==> src/rtl/tree_pkg.sv <==
`default_nettype none
// ============================================================================
// Module      : tree_pkg
// Description : Shared types for the tree-management token client: default
//               token width, token type and the request FSM state encoding.
// Revision    : 1.0 - initial release
// ============================================================================
package tree_pkg;

    // Token (node address) width used when no override is given
    localparam int DEFAULT_TOKEN_WIDTH = 8;

    typedef logic [DEFAULT_TOKEN_WIDTH-1:0] token_t;

    // Request FSM: IDLE holds tree_mgt_req_valid low, REQ holds it high
    typedef enum logic {
        IDLE = 1'b0,
        REQ  = 1'b1
    } req_state_t;

endpackage
`default_nettype wire

==> src/rtl/tree_token_fifo.sv <==
`default_nettype none
// ============================================================================
// Module      : tree_token_fifo
// Description : Small synchronous FIFO with registered occupancy count.
//               push/pop must already be qualified by the caller (no push
//               while full, no pop while empty). Storage is cleared on reset
//               so head reads 0 whenever the FIFO has been reset.
// Revision    : 1.0 - initial release
// ============================================================================
module tree_token_fifo #(
    parameter int WIDTH = 8,
    parameter int DEPTH = 4
) (
    input  logic                     aclk,
    input  logic                     aresetn,
    input  logic                     push,
    input  logic [WIDTH-1:0]         push_data,
    input  logic                     pop,
    output logic [WIDTH-1:0]         head,
    output logic                     full,
    output logic                     empty,
    output logic [$clog2(DEPTH):0]   count
);

    localparam int c_ptr_w = $clog2(DEPTH);
    localparam int c_cnt_w = c_ptr_w + 1;
    localparam logic [c_cnt_w-1:0] c_depth = c_cnt_w'(DEPTH);

    logic [WIDTH-1:0]   r_mem [DEPTH];
    logic [c_ptr_w-1:0] r_wr_ptr;
    logic [c_ptr_w-1:0] r_rd_ptr;
    logic [c_cnt_w-1:0] r_count;

    // Storage write and pointer advance; pointers wrap naturally (power-of-2 depth)
    always_ff @(posedge aclk or negedge aresetn) begin
        if (!aresetn) begin
            for (int i = 0; i < DEPTH; i++) begin
                r_mem[i] <= '0;
            end
            r_wr_ptr <= '0;
            r_rd_ptr <= '0;
        end else begin
            if (push) begin
                r_mem[r_wr_ptr] <= push_data;
                r_wr_ptr        <= r_wr_ptr + c_ptr_w'(1);
            end
            if (pop) begin
                r_rd_ptr <= r_rd_ptr + c_ptr_w'(1);
            end
        end
    end

    // Occupancy: simultaneous push and pop leave the count unchanged
    always_ff @(posedge aclk or negedge aresetn) begin
        if (!aresetn) begin
            r_count <= '0;
        end else begin
            case ({push, pop})
                2'b10:   r_count <= r_count + c_cnt_w'(1);
                2'b01:   r_count <= r_count - c_cnt_w'(1);
                default: r_count <= r_count;
            endcase
        end
    end

    assign head  = r_mem[r_rd_ptr];
    assign full  = (r_count == c_depth);
    assign empty = (r_count == '0);
    assign count = r_count;

endmodule
`default_nettype wire

==> src/rtl/tree_token_client.sv <==
`default_nettype none
// ============================================================================
// Module      : tree_token_client
// Description : Initiator side of the tree-management token protocol.
//               Prefetches free node addresses from the space manager so the
//               insert engine gets a token with zero wait, and queues tokens
//               released by the delete engine for return to the manager.
// Revision    : 1.0 - initial release
// ============================================================================
module tree_token_client
    import tree_pkg::*;
#(
    parameter int TOKEN_WIDTH    = DEFAULT_TOKEN_WIDTH,
    parameter int PREFETCH_DEPTH = 4,
    parameter int FREE_DEPTH     = 4
) (
    input  logic                              aclk,
    input  logic                              aresetn,
    // insert engine side
    input  logic                              alloc_valid,
    output logic                              alloc_ready,
    output logic [TOKEN_WIDTH-1:0]            alloc_token,
    // delete engine side
    input  logic                              release_valid,
    output logic                              release_ready,
    input  logic [TOKEN_WIDTH-1:0]            release_token,
    output logic [$clog2(PREFETCH_DEPTH):0]   prefetch_count,
    // space manager side
    output logic                              tree_mgt_req_valid,
    input  logic                              tree_mgt_req_ready,
    input  logic [TOKEN_WIDTH-1:0]            tree_mgt_req_addr,
    output logic                              tree_mgt_free_valid,
    input  logic                              tree_mgt_free_ready,
    output logic [TOKEN_WIDTH-1:0]            tree_mgt_free_addr,
    input  logic                              tree_mgt_full
);

    localparam int c_pf_cw  = $clog2(PREFETCH_DEPTH) + 1;
    localparam int c_rel_cw = $clog2(FREE_DEPTH) + 1;
    localparam logic [c_pf_cw-1:0] c_pf_depth = c_pf_cw'(PREFETCH_DEPTH);

    req_state_t          r_state;
    logic                r_active;

    logic                w_pf_push;
    logic                w_pf_pop;
    logic                w_pf_full;
    logic                w_pf_empty;
    logic [c_pf_cw-1:0]  w_pf_post_count;

    logic                w_rel_push;
    logic                w_rel_pop;
    logic                w_rel_full;
    logic                w_rel_empty;
    logic [c_rel_cw-1:0] w_rel_count;
    logic                w_unused;

    // ------------------------------------------------------------------
    // Prefetch path
    // ------------------------------------------------------------------
    assign w_pf_push = tree_mgt_req_valid && tree_mgt_req_ready;
    assign w_pf_pop  = alloc_valid && alloc_ready;

    // Occupancy after this edge's grant, counting a same-cycle alloc pop
    assign w_pf_post_count = prefetch_count + c_pf_cw'(1) - c_pf_cw'(w_pf_pop);

    tree_token_fifo #(
        .WIDTH (TOKEN_WIDTH),
        .DEPTH (PREFETCH_DEPTH)
    ) u_prefetch_fifo (
        .aclk      (aclk),
        .aresetn   (aresetn),
        .push      (w_pf_push),
        .push_data (tree_mgt_req_addr),
        .pop       (w_pf_pop),
        .head      (alloc_token),
        .full      (w_pf_full),
        .empty     (w_pf_empty),
        .count     (prefetch_count)
    );

    assign alloc_ready = !w_pf_empty;

    // Request FSM: valid is held until granted; after a grant keep asking only
    // while there is still room and the manager has tokens left
    always_ff @(posedge aclk or negedge aresetn) begin
        if (!aresetn) begin
            r_state <= IDLE;
        end else begin
            case (r_state)
                IDLE: begin
                    if (!w_pf_full && !tree_mgt_full) begin
                        r_state <= REQ;
                    end
                end
                REQ: begin
                    if (w_pf_push &&
                        !((w_pf_post_count < c_pf_depth) && !tree_mgt_full)) begin
                        r_state <= IDLE;
                    end
                end
                default: r_state <= IDLE;
            endcase
        end
    end

    assign tree_mgt_req_valid = (r_state == REQ);

    // ------------------------------------------------------------------
    // Release path
    // ------------------------------------------------------------------

    // Out-of-reset flag keeps release_ready low while reset is asserted
    always_ff @(posedge aclk or negedge aresetn) begin
        if (!aresetn) begin
            r_active <= 1'b0;
        end else begin
            r_active <= 1'b1;
        end
    end

    // Ready looks at the registered full flag only, so a full buffer refuses
    // a release even in the cycle it returns a token to the manager
    assign release_ready = r_active && !w_rel_full;
    assign w_rel_push    = release_valid && release_ready;
    assign w_rel_pop     = tree_mgt_free_valid && tree_mgt_free_ready;

    tree_token_fifo #(
        .WIDTH (TOKEN_WIDTH),
        .DEPTH (FREE_DEPTH)
    ) u_release_fifo (
        .aclk      (aclk),
        .aresetn   (aresetn),
        .push      (w_rel_push),
        .push_data (release_token),
        .pop       (w_rel_pop),
        .head      (tree_mgt_free_addr),
        .full      (w_rel_full),
        .empty     (w_rel_empty),
        .count     (w_rel_count)
    );

    assign tree_mgt_free_valid = !w_rel_empty;

    // Release occupancy is not needed outside the FIFO
    assign w_unused = &{1'b0, w_rel_count};

endmodule
`default_nettype wire

==> config.mk <==
export PLATFORM = sky130hd
export DESIGN_NAME = tree_token_client
export DESIGN_NICKNAME = d
export VERILOG_FILES = /design/src/rtl/tree_pkg.sv /design/src/rtl/tree_token_fifo.sv /design/src/rtl/tree_token_client.sv
export SDC_FILE = /design/constraint.sdc
export NUM_CORES = 1
export LEC_CHECK = 0
export ABC_AREA = 1
export CAP_MARGIN = 20
export CORE_UTILIZATION = 50
export DETAILED_ROUTE_END_ITERATION = 7
export PLACE_DENSITY = 0.81
export SYNTH_ARGS = -nofsm -noshare
export SYNTH_HDL_FRONTEND = slang
export SYNTH_SLANG_ARGS = --single-unit
export TNS_END_PERCENT = 30
==> constraint.sdc <==
create_clock -name aclk -period 1.9 [get_ports aclk]
set_clock_uncertainty 0.05 [all_clocks]
set_input_delay 0.38 -clock aclk [delete_from_list [all_inputs] [get_ports aclk]]
set_output_delay 0.38 -clock aclk [all_outputs]
set_load 0.005 [all_outputs]
Yosys cells after proc, flatten, opt, wreduce, memory -nomap -nowiden
Cells that the tools add are included.
- register bits after elaboration: 80
- latch bits: 0
- bits in writable memories: 0
- memory bits (read-only): 0
- logic and storage cells: 80
- memories: 0
- add/subtract/negate cells: 9
- $mul: 0
- div/mod/pow operators: 0
- magnitude comparators: 7
- eq/ne operators: 6
- shifts and indexed selects: 0
- mux-type cells: 17
- bitwise gates (word level): 5
- reductions and logical operators: 20
- operators with widths (kind ; count):
    bitwise mux 32 bit ; 2
    2-to-1 mux 8 bit ; 6
    binary-select mux 8 bit (select 2 bit) ; 2
    demux 8 bit (select 2 bit) ; 2
    >= comparator 3 bit (second input constant) ; 4
    inverter 2 -> 3 bit ; 4
    case mux 3 bit (2 select lines) ; 2
    logical AND 1 bit ; 10
    adder 2 x 1 -> 2 bit (second input constant) ; 4
    adder 3 x 1 -> 3 bit (second input constant) ; 2
    equality test 3 bit (second input constant) ; 2
    zero test 1 bit ; 6
    zero test 3 bit ; 2
    less-than comparator 3 x 1 -> 1 bit (second input constant) ; 2
    subtractor 3 x 1 -> 3 bit (second input constant) ; 2
    equality test 2 x 1 -> 1 bit (second input constant) ; 2
    equality test 2 bit (second input constant) ; 2
    nonzero test 2 bit ; 2
    less-than comparator 3 bit (second input constant) ; 1
    subtractor 3 x 1 -> 3 bit ; 1
    2-to-1 mux 1 bit ; 2
    case mux 1 bit (2 select lines) ; 1
    inverter 1 bit ; 1

Depth between registers and ports, before layout
Gate-level depths: netlist of run 1.
- depth in word-level cells: 10
- mapped depth: 10
- depth with buffers taken out: 9

Modules after synthesis
Synthesis of run 1 repeated with hierarchy kept, for this count alone.
- cell total of the unflattened synthesis: 453
- area total of the unflattened synthesis: 4125.2 um2
- modules (own cells, without submodules) (module ; times used ; cells each ; area an instance (um2) ; seq. area each (um2)):
    tree_token_fifo ; 2 ; 214 ; 1976.9 ; 975.9
    tree_token_client ; 1 ; 25 ; 171.4 ; 50.0

Worst setup path after synthesis of run 1
No wires, ideal clock.
- path type: register to register
- start: reg u_release_fifo.r_count[0] (netlist: u_release_fifo.count[0])
- end: reg u_release_fifo.r_count[2] (netlist: u_release_fifo.count[2])
- arrival: 1.730 ns
- data required time: 1.719 ns
- path slack: -0.011 ns
- stages on the path, launching flop included: 11
- path buffers: 1
- path through: dfrtp_1 -> inv_2 -> a31oi_4 -> buf_8 -> nand2_2 -> ha_1 -> inv_1 -> fa_1 -> a21oi_1 -> o21ai_0 -> xor2_1
- longest elaborated chain between the ends: 6
- elaborated cells between the ends (all ways): 13
- classes of those cells: add/sub (2); eq/ne (3); mux (1); reduce/logical (7)
- RTL lines (item ; line ; RTL):
    from (decl) ; tree_token_fifo.sv:32 ; logic [c_cnt_w-1:0] r_count;
    from (signal assigned) ; tree_token_fifo.sv:59 ; 2'b10: r_count <= r_count + c_cnt_w'(1);
    from (signal assigned) ; tree_token_fifo.sv:60 ; 2'b01: r_count <= r_count - c_cnt_w'(1);
    from (signal assigned) ; tree_token_fifo.sv:61 ; default: r_count <= r_count;
    equality test 3 bit ; tree_token_fifo.sv:67 ; assign full = (r_count == c_depth);
    zero test 1 bit ; tree_token_client.sv:124 ; assign release_ready = r_active && !w_rel_full;
    logical AND 1 bit ; tree_token_client.sv:124 ;
    logical AND 1 bit ; tree_token_client.sv:125 ; assign w_rel_push = release_valid && release_ready;
    equality test 2 x 1 -> 1 bit / equality test 2 bit (equally long branches) ; tree_token_fifo.sv:58 ; case ({push, pop})
    case mux 3 bit (2 select lines) / nonzero test 2 bit (equally long branches) ; - ;
Parallel ways exist; a longest one is shown, timed or not.
A chain may end at the register's enable or synchronous reset.

Worst setup path in the final report of run 1
- start: reg u_release_fifo.r_rd_ptr[0]
- end: out tree_mgt_free_addr[4]
- longest elaborated chain between the ends: 4
- RTL lines (item ; line ; RTL):
    from (decl) ; tree_token_fifo.sv:31 ; logic [c_ptr_w-1:0] r_rd_ptr;
    from (signal assigned) ; tree_token_fifo.sv:48 ; r_rd_ptr <= r_rd_ptr + c_ptr_w'(1);
    inverter 2 -> 3 bit (implied by the code) ; tree_token_fifo.sv:66 ; assign head = r_mem[r_rd_ptr];
    binary-select mux 8 bit (select 2 bit) ; tree_token_fifo.sv:66 ;
    2-to-1 mux 8 bit (implied by the code) (2 in series) ; tree_token_fifo.sv:66 ;
    to (decl) ; tree_token_client.sv:34 ; output logic [TOKEN_WIDTH-1:0] tree_mgt_free_addr,
Every way passes these cells. The select of a mux whose other input is x is not followed.

==> results of run 1 <==
## registers in the layout, summed over array words and instances (netlist names)
signal and cells:
u_prefetch_fifo.count 3, u_release_fifo.count 3, u_prefetch_fifo.r_mem 32, r_active 1
tree_mgt_req_valid 1, u_release_fifo.r_mem 32, u_release_fifo.r_wr_ptr 2, u_prefetch_fifo.r_rd_ptr 2
u_prefetch_fifo.r_wr_ptr 2, u_release_fifo.r_rd_ptr 2
## cells in the final DEF, fill, tap and decap left out, drive strengths merged
cell           Yosys  layout
clkdlybuf4s15      0       1
fa                 1       1
ha                13      13
xnor2              3       3
o22ai             17      17
conb               1       1
clkbuf             3      17
clkdlybuf4s50      0      25
nand4             32      32
dlymetal6s2s       0       2
nor2              35      35
a31oi              1       1
clkinvlp           0       3
xor2               7       7
bufinv             0       1
buf               19      35
inv               30      30
dlygate4sd2        0       6
and2               1       1
o21ai             69      69
a21boi             1       1
dfrtp             80      80
nand3             10      10
dlygate4sd3        0       1
a21oi              3       3
nand2            115     115
## area by class of cell
| class | instances | area, um^2 |
|---|---|---|
| multi-input combinational | 309 | 1658 |
| fill | 629 | 2594 |
| inverter | 30 | 112.6 |
| sequential | 80 | 2002 |
| tap | 99 | 123.9 |
| timing repair buffer | 75 | 671.9 |
| clock buffer | 12 | 155.1 |
| clock inverter | 4 | 52.55 |
## what timing repair did
item	in CTS	in global routing
buffers inserted	1	2
resized for setup	41	46
endpoints found under the setup margin	18	19
hold buffers	1	0
endpoints found under the hold margin	25	0
cloned	0	1
pin swaps	4	5
## power groups by stage
stage	Clock (mW)	Combinational (mW)	Sequential, mW
floorplan	0	2.30	2.87
global placement	0	3.74	2.93
detailed placement	0	3.88	2.97
CTS	1.32	3.74	2.96
global route	1.40	4.37	3.09
finish	1.30	3.89	2.99
## routing by layer
| layer | global-route usage (%) | wire length [um] | up-vias | share of wire [%] |
|---|---|---|---|---|
| met3 | 3.469 | 462 | 19 | 5.2 |
| met2 | 36.45 | 4237 | 112 | 48 |
| met1 | 30.52 | 3940 | 1600 | 45 |
| met4 | 11.29 | 209 | 0 | 2.4 |
| li1 | - | - | 1604 | - |
| met5 | 0 | 0 | - | 0 |
## path summary, 6_finish.rpt
check	end	slack, ns	depth (start not counted)	from
setup / recovery	tree_mgt_free_addr[4]	-0.01	6	u_release_fifo.r_rd_ptr[0]$_DFFE_PN0P_
hold / removal	u_prefetch_fifo.r_mem[4]$_DFFE_PN0P_	0.42	2	aresetn
setup reg to reg	u_release_fifo.count[2]$_DFFE_PN0P_	0.07	9	u_release_fifo.count[0]$_DFFE_PN0P_
hold reg to reg	u_release_fifo.r_mem[11]$_DFFE_PN0P_	0.43	2	u_release_fifo.r_mem[11]$_DFFE_PN0P_
max in group asynchronous	u_prefetch_fifo.r_mem[14]$_DFFE_PN0P_	0.80	3	aresetn
min in group aclk	u_release_fifo.r_mem[11]$_DFFE_PN0P_	0.43	2	u_release_fifo.r_mem[11]$_DFFE_PN0P_
## cell families after synthesis
| group | count (synthesis) |
|---|---|
| simple gates | 193 |
| flops | 80 |
| other cells | 1 |
| compound gates | 91 |
| fa+ha+maj | 14 |
| xor+xnor | 10 |
| buf+inv | 52 |
==> flow_summary_export.csv, run 1 <==
group,metric,value,unit
placed_design,dp_slack,-0.2071,ns
cts,path_clk_slew,0.08,ns
placed_design,place_area,4513,um^2
cts,root_buffer,"clkbuf_8",
critical_path,cp_num_buf_inv,4,
synthesis,ys_ff_latch,80,
floorplanning,coreArea,7370,um^2
synthesis,yosys_warnings,0,
synthesis,synthFlopType,"dfrtp_1",
critical_path,worstPathArrival,1.48,ns
cells_and_area,fin_cells,609,
power_and_ir_drop,power.internal,4.943,mW
global_routing,grt_pass1_vias,3195,
synthesis,async_flop_share,100.0,%
timing,finalMaxSlewViolations,0,
status,status,"finished, violations left",
global_routing,antenna_found_initial,0,
timing,post-route-worst-setup-slack,-0.01020,ns
placed_design,port_buffers,45,
synthesis,synthSimpleGateAreaFrac,22.05,%
placed_design,dpl.cell_count,588,
synthesis,synth.distinct_cells,24,
timing,setup_viol,1,
drt,drc,0,
power_and_ir_drop,pwr-share-clk,15.8,%
timing,whs,0.4189,ns
critical_path,critPathLaunchType,"register",
power_and_ir_drop,p_total,8.183,mW
critical_path,crit_type,"reg2out",
synthesis,netlist_area,3887,um^2
power_and_ir_drop,power_density,1713,nW/um^2
hold_path,hp-class,"in2async",
power_and_ir_drop,peakVddDrop,0.8022,mV
synthesis,synth_top_area_share,51.50,%
cells_and_area,final_area,4776,um^2
drt,routed_wirelength,8849,um
critical_path,worstPathMaxFanout,5,
floorplanning,io_pins,46,
synthesis,synth_top_area_cell,"dfrtp_1",
synthesis,synth-edff-count,0,
global_routing,grt_use_total,22.86,%
synthesis,synthMuxAreaShare,0,%
power_and_ir_drop,pwr-share-comb,47.6,%
floorplanning,rows,31,
drt,ant_nets,0,
cts,clockBufferDepth,2,
cts,clock_latency,0.35,ns
floorplanning,die_w,90.18,um
critical_path,crit_family,"buffers and inverters",
synthesis,synth_compound_area_share,12.75,%
cells_and_area,area_growth,22.85,%
synthesis,synthAdderAreaFrac,4.699,%
critical_path,cp_data_required_time,1.47,ns
power_and_ir_drop,p_leak,2.331,nW
global_routing,grt_max_degree,38,
floorplanning,initial_utilization,52.75,%
cts,cts_buffers,9,
synthesis,synth.area.top_cells,"dfrtp_1, nand2_1, o21ai_0",
drt,drt_first_pass_iters,5,
cells_and_area,n_antenna_cell,0,
power_and_ir_drop,p_sw,3.240,mW
critical_path,cpMaxStageDelayCell,"dfrtp_1",
placed_design,gp_congestion,0.8332,
drt,drt-initial-drc-count,185,
synthesis,synth.most_common_cell,"nand2_1",
cts,h-tree-depth,3,
synthesis,synth_commonest_cells,"nand2_1, dfrtp_1, o21ai_0",
placed_design,dpl.hpwl,5835,um
synthesis,synth_xor_xnor_area_share,2.253,%
global_routing,grt-ovfl-total,0,
drt,route.vias.total,3335,
timing,fin_setup_tns,-0.01020,ns
synthesis,synth_top_family_by_area,"simple AND/OR/NAND/NOR gates",
power_and_ir_drop,power_frac_seq,36.6,%
timing,period_minus_slack,1.910,ns
cts,cts.sinks,80,
flow_run,maxCapViolCount,0,
cts,tritoncts,"done",
cells_and_area,final_util,64.80,%
drt,via_per_inst,5.476,
timing,rsz0062_at_grt,"true",
synthesis,syn_area_per_cell,8.815,um^2
critical_path,slowest_delay,0.41,ns
critical_path,crit_chain,"inv_2 > buf_6 > clkbuf_16 > o21ai_0 > o22ai_1 > buf_2",
synthesis,synthCells,441,
cells_and_area,nets,542,
status,violations,"setup timing",
floorplanning,die_y,90.18,um
synthesis,ys_seq_area_share,51.50,%
timing,fmax,523.5,MHz
timing,hold_viol,0,
cells_and_area,drive_gt1_share,15.49,%
critical_path,worstSetupEndpointType,"primary output",
global_routing,grt_pass1_wl,14790,um
floorplanning,die_area,8132,um^2
synthesis,syn_nets,478,
power_and_ir_drop,swShare,39.59,%
drt,wire_per_inst,14.53,um
timing,period_share,100.5,%
Power figures use the tool's default switching activity.
==> inputs of run 2 (changes only) <==
CORE_ASPECT_RATIO = 0.8   (was unset)
==> flow_summary_export.csv, run 2 (synthesis gave the netlist of run 1 again) <==
group,metric,value,unit
cells_and_area,reg_top3,"u_prefetch_fifo.r_mem (32), u_release_fifo.r_mem (32)",
critical_path,ff2ff_path_depth,9,
cts,clock_latency,0.35,ns
critical_path,cpMaxStageDelayCell,"dfrtp_1",
timing,whs,0.4277,ns
critical_path,crit_chain,"inv_2 > buf_6 > o21ai_0 > o22ai_1 > dlygate4sd2_1",
critical_path,critPathLaunchType,"register",
drt,drt_first_pass_iters,5,
global_routing,grt-ovfl-total,0,
cells_and_area,n_antenna_cell,0,
global_routing,use_met2,36.44,%
critical_path,rrSetupSlack,0.12,ns
drt,routed_wirelength,8804,um
hold_path,worstHoldPathCells,2,
hold_path,holdPathEnd,"u_release_fifo.r_mem[17]$_DFFE_PN0P_",
power_and_ir_drop,power_density,1723,nW/um^2
critical_path,worstSetupEndpointType,"primary output",
critical_path,slowest_delay,0.38,ns
floorplanning,die_area,8134,um^2
cts,clockBufferDepth,2,
cts,h-tree-depth,3,
drt,ant_nets,0,
placed_design,dpl.cell_count,592,
drt,drt-initial-drc-count,298,
drt,route.vias.total,3331,
global_routing,grt_pass1_vias,3040,
floorplanning,rows,28,
timing,period_share,97.75,%
critical_path,cp_data_required_time,1.47,ns
cells_and_area,area_growth,22.21,%
global_routing,grt_use_total,23.14,%
global_routing,use_met3,6.110,%
placed_design,place_area,4506,um^2
power_and_ir_drop,p_total,8.188,mW
global_routing,gr-max-usage-layer,"met2",
placed_design,dpl.hpwl,5767,um
placed_design,gp_congestion,0.8152,
critical_path,worstPathArrival,1.43,ns
cells_and_area,nets,539,
floorplanning,initial_utilization,52.10,%
timing,rsz0062_at_grt,"true",
timing,post-route-worst-setup-slack,0.04272,ns
cts,cts.sinks,80,
placed_design,dp_slack,-0.2283,ns
critical_path,timing.rr.start,"u_release_fifo.count[0]$_DFFE_PN0P_",
cells_and_area,drive_gt1_share,15.58,%
cells_and_area,final_area,4751,um^2
floorplanning,die_y,80.87,um
drt,wire_per_inst,14.39,um
cts,root_buffer,"clkbuf_8",
cells_and_area,final_cell_mix,"nand2_1, dfrtp_1, nor2_1",
critical_path,worstPathMaxFanout,10,
cells_and_area,final_util,63.67,%
critical_path,crit_type,"reg2out",
drt,via_per_inst,5.443,
power_and_ir_drop,p_leak,2.302,nW
global_routing,grtUsageMet1,31.63,%
cells_and_area,fin_cells,612,
global_routing,antenna_found_initial,0,
placed_design,port_buffers,45,
status,status,"finished clean",
timing,finalMaxSlewViolations,0,
flow_run,maxCapViolCount,0,
timing,hold_viol,0,
timing,setup_viol,0,
floorplanning,coreArea,7462,um^2
cells_and_area,filler_cell_count,600,
cts,tritoncts,"done",
global_routing,grt_max_degree,81,
power_and_ir_drop,peakVddDrop,0.7997,mV
cts,path_clk_slew,0.08,ns
timing,fin_setup_tns,0,ns
cts,cts_buffers,9,
timing,period_minus_slack,1.857,ns
cells_and_area,mostFrequentLayoutCell,"nand2_1",
global_routing,grt_pass1_wl,14520,um
timing,fmax,538.4,MHz
drt,drc,0,
hold_path,hp-class,"reg2reg",
hold_path,hold_start,"u_release_fifo.r_mem[17]$_DFFE_PN0P_",
floorplanning,io_pins,46,
floorplanning,die_w,100.6,um
critical_path,reg2reg_to,"u_release_fifo.count[2]$_DFFE_PN0P_",
-- run 2: cell types whose count changed in the layout (fill, tap and decap cells not counted), moves of 2 or more --
cell,before,now
clkbuf_2,4,7
o22ai_2,2,0
buf_4,24,21
dlygate4sd2_1,6,4
buf_6,3,5
o22ai_1,15,17
dlymetal6s2s_1,2,0
nor2_1,33,35
o21ai_1,34,31
o21ai_0,32,34
nor2_2,2,0
-- run 2: worst max-delay path, delay by kind of cell, from the launching register on --
| family | cells | cell delay, ns |
|---|---|---|
| buffers and inverters | 3 | 0.47 |
| DFF | 1 | 0.38 |
| AOI/OAI and AO/OA | 2 | 0.23 |
-- run 2: repair_timing --
| action | 4_1_cts | 5_1_grt |
|---|---|---|
| pin swaps | 3 | 2 |
| cloned | 1 | 0 |
| endpoints found under the setup margin | 18 | 17 |
| hold endpoints to repair | 2 | 0 |
| hold buffers | 1 | 0 |
| buffers inserted | 0 | 2 |
| gates resized for setup | 60 | 32 |
-- run 2: power by group --
part | switching (mW) | leakage, nW | total (mW) | internal [mW]
combinational | 2.10 | 1.20 | 3.80 | 1.70
clock | 0.617 | 0.106 | 1.39 | 0.774
sequential | 0.508 | 0.995 | 3.00 | 2.49
total | 3.22 | 2.30 | 8.19 | 4.97
-- run 2: worst max-delay path by stage --
| stage | cells past startpoint | endpoint | from |
|---|---|---|---|
| 2_1_floorplan | 10 | u_release_fifo.count[2]$_DFFE_PN0P_ | u_release_fifo.count[0]$_DFFE_PN0P_ |
| 3_3_place_gp | 8 | u_release_fifo.count[2]$_DFFE_PN0P_ | tree_mgt_free_ready |
| 3_5_place_dp | 8 | u_release_fifo.count[2]$_DFFE_PN0P_ | tree_mgt_free_ready |
| 4_1_cts | 5 | tree_mgt_free_addr[3] | u_release_fifo.r_rd_ptr[0]$_DFFE_PN0P_ |
| 5_1_grt | 5 | alloc_token[3] | u_prefetch_fifo.r_rd_ptr[0]$_DFFE_PN0N_ |
| 6_report | 5 | alloc_token[6] | u_prefetch_fifo.r_rd_ptr[0]$_DFFE_PN0N_ |
-- run 2: final cells by class --
class	count	area, um^2	area share [%]
Sequential cell	80	2002	42.14
Multi-Input combinational cell	309	1664	35.03
Timing Repair Buffer	72	619.3	13.04
Clock buffer	11	141.4	2.976
Tap cell	105	131.4	2.765
Inverter	30	112.6	2.370
Clock inverter	5	80.08	1.686
-- run 2: layer usage --
layer  up-vias  wire length (um)
li1       1592                 -
met1      1597              4004
met2       128              4125
met3        14               569
met4         0               104
met5         -                 0
==> inputs of run 3 (changes only) <==
SLEW_MARGIN = 15   (was unset)
==> results of run 3 <==
The final DEF is identical to that of run 2; final timing and power are the same.
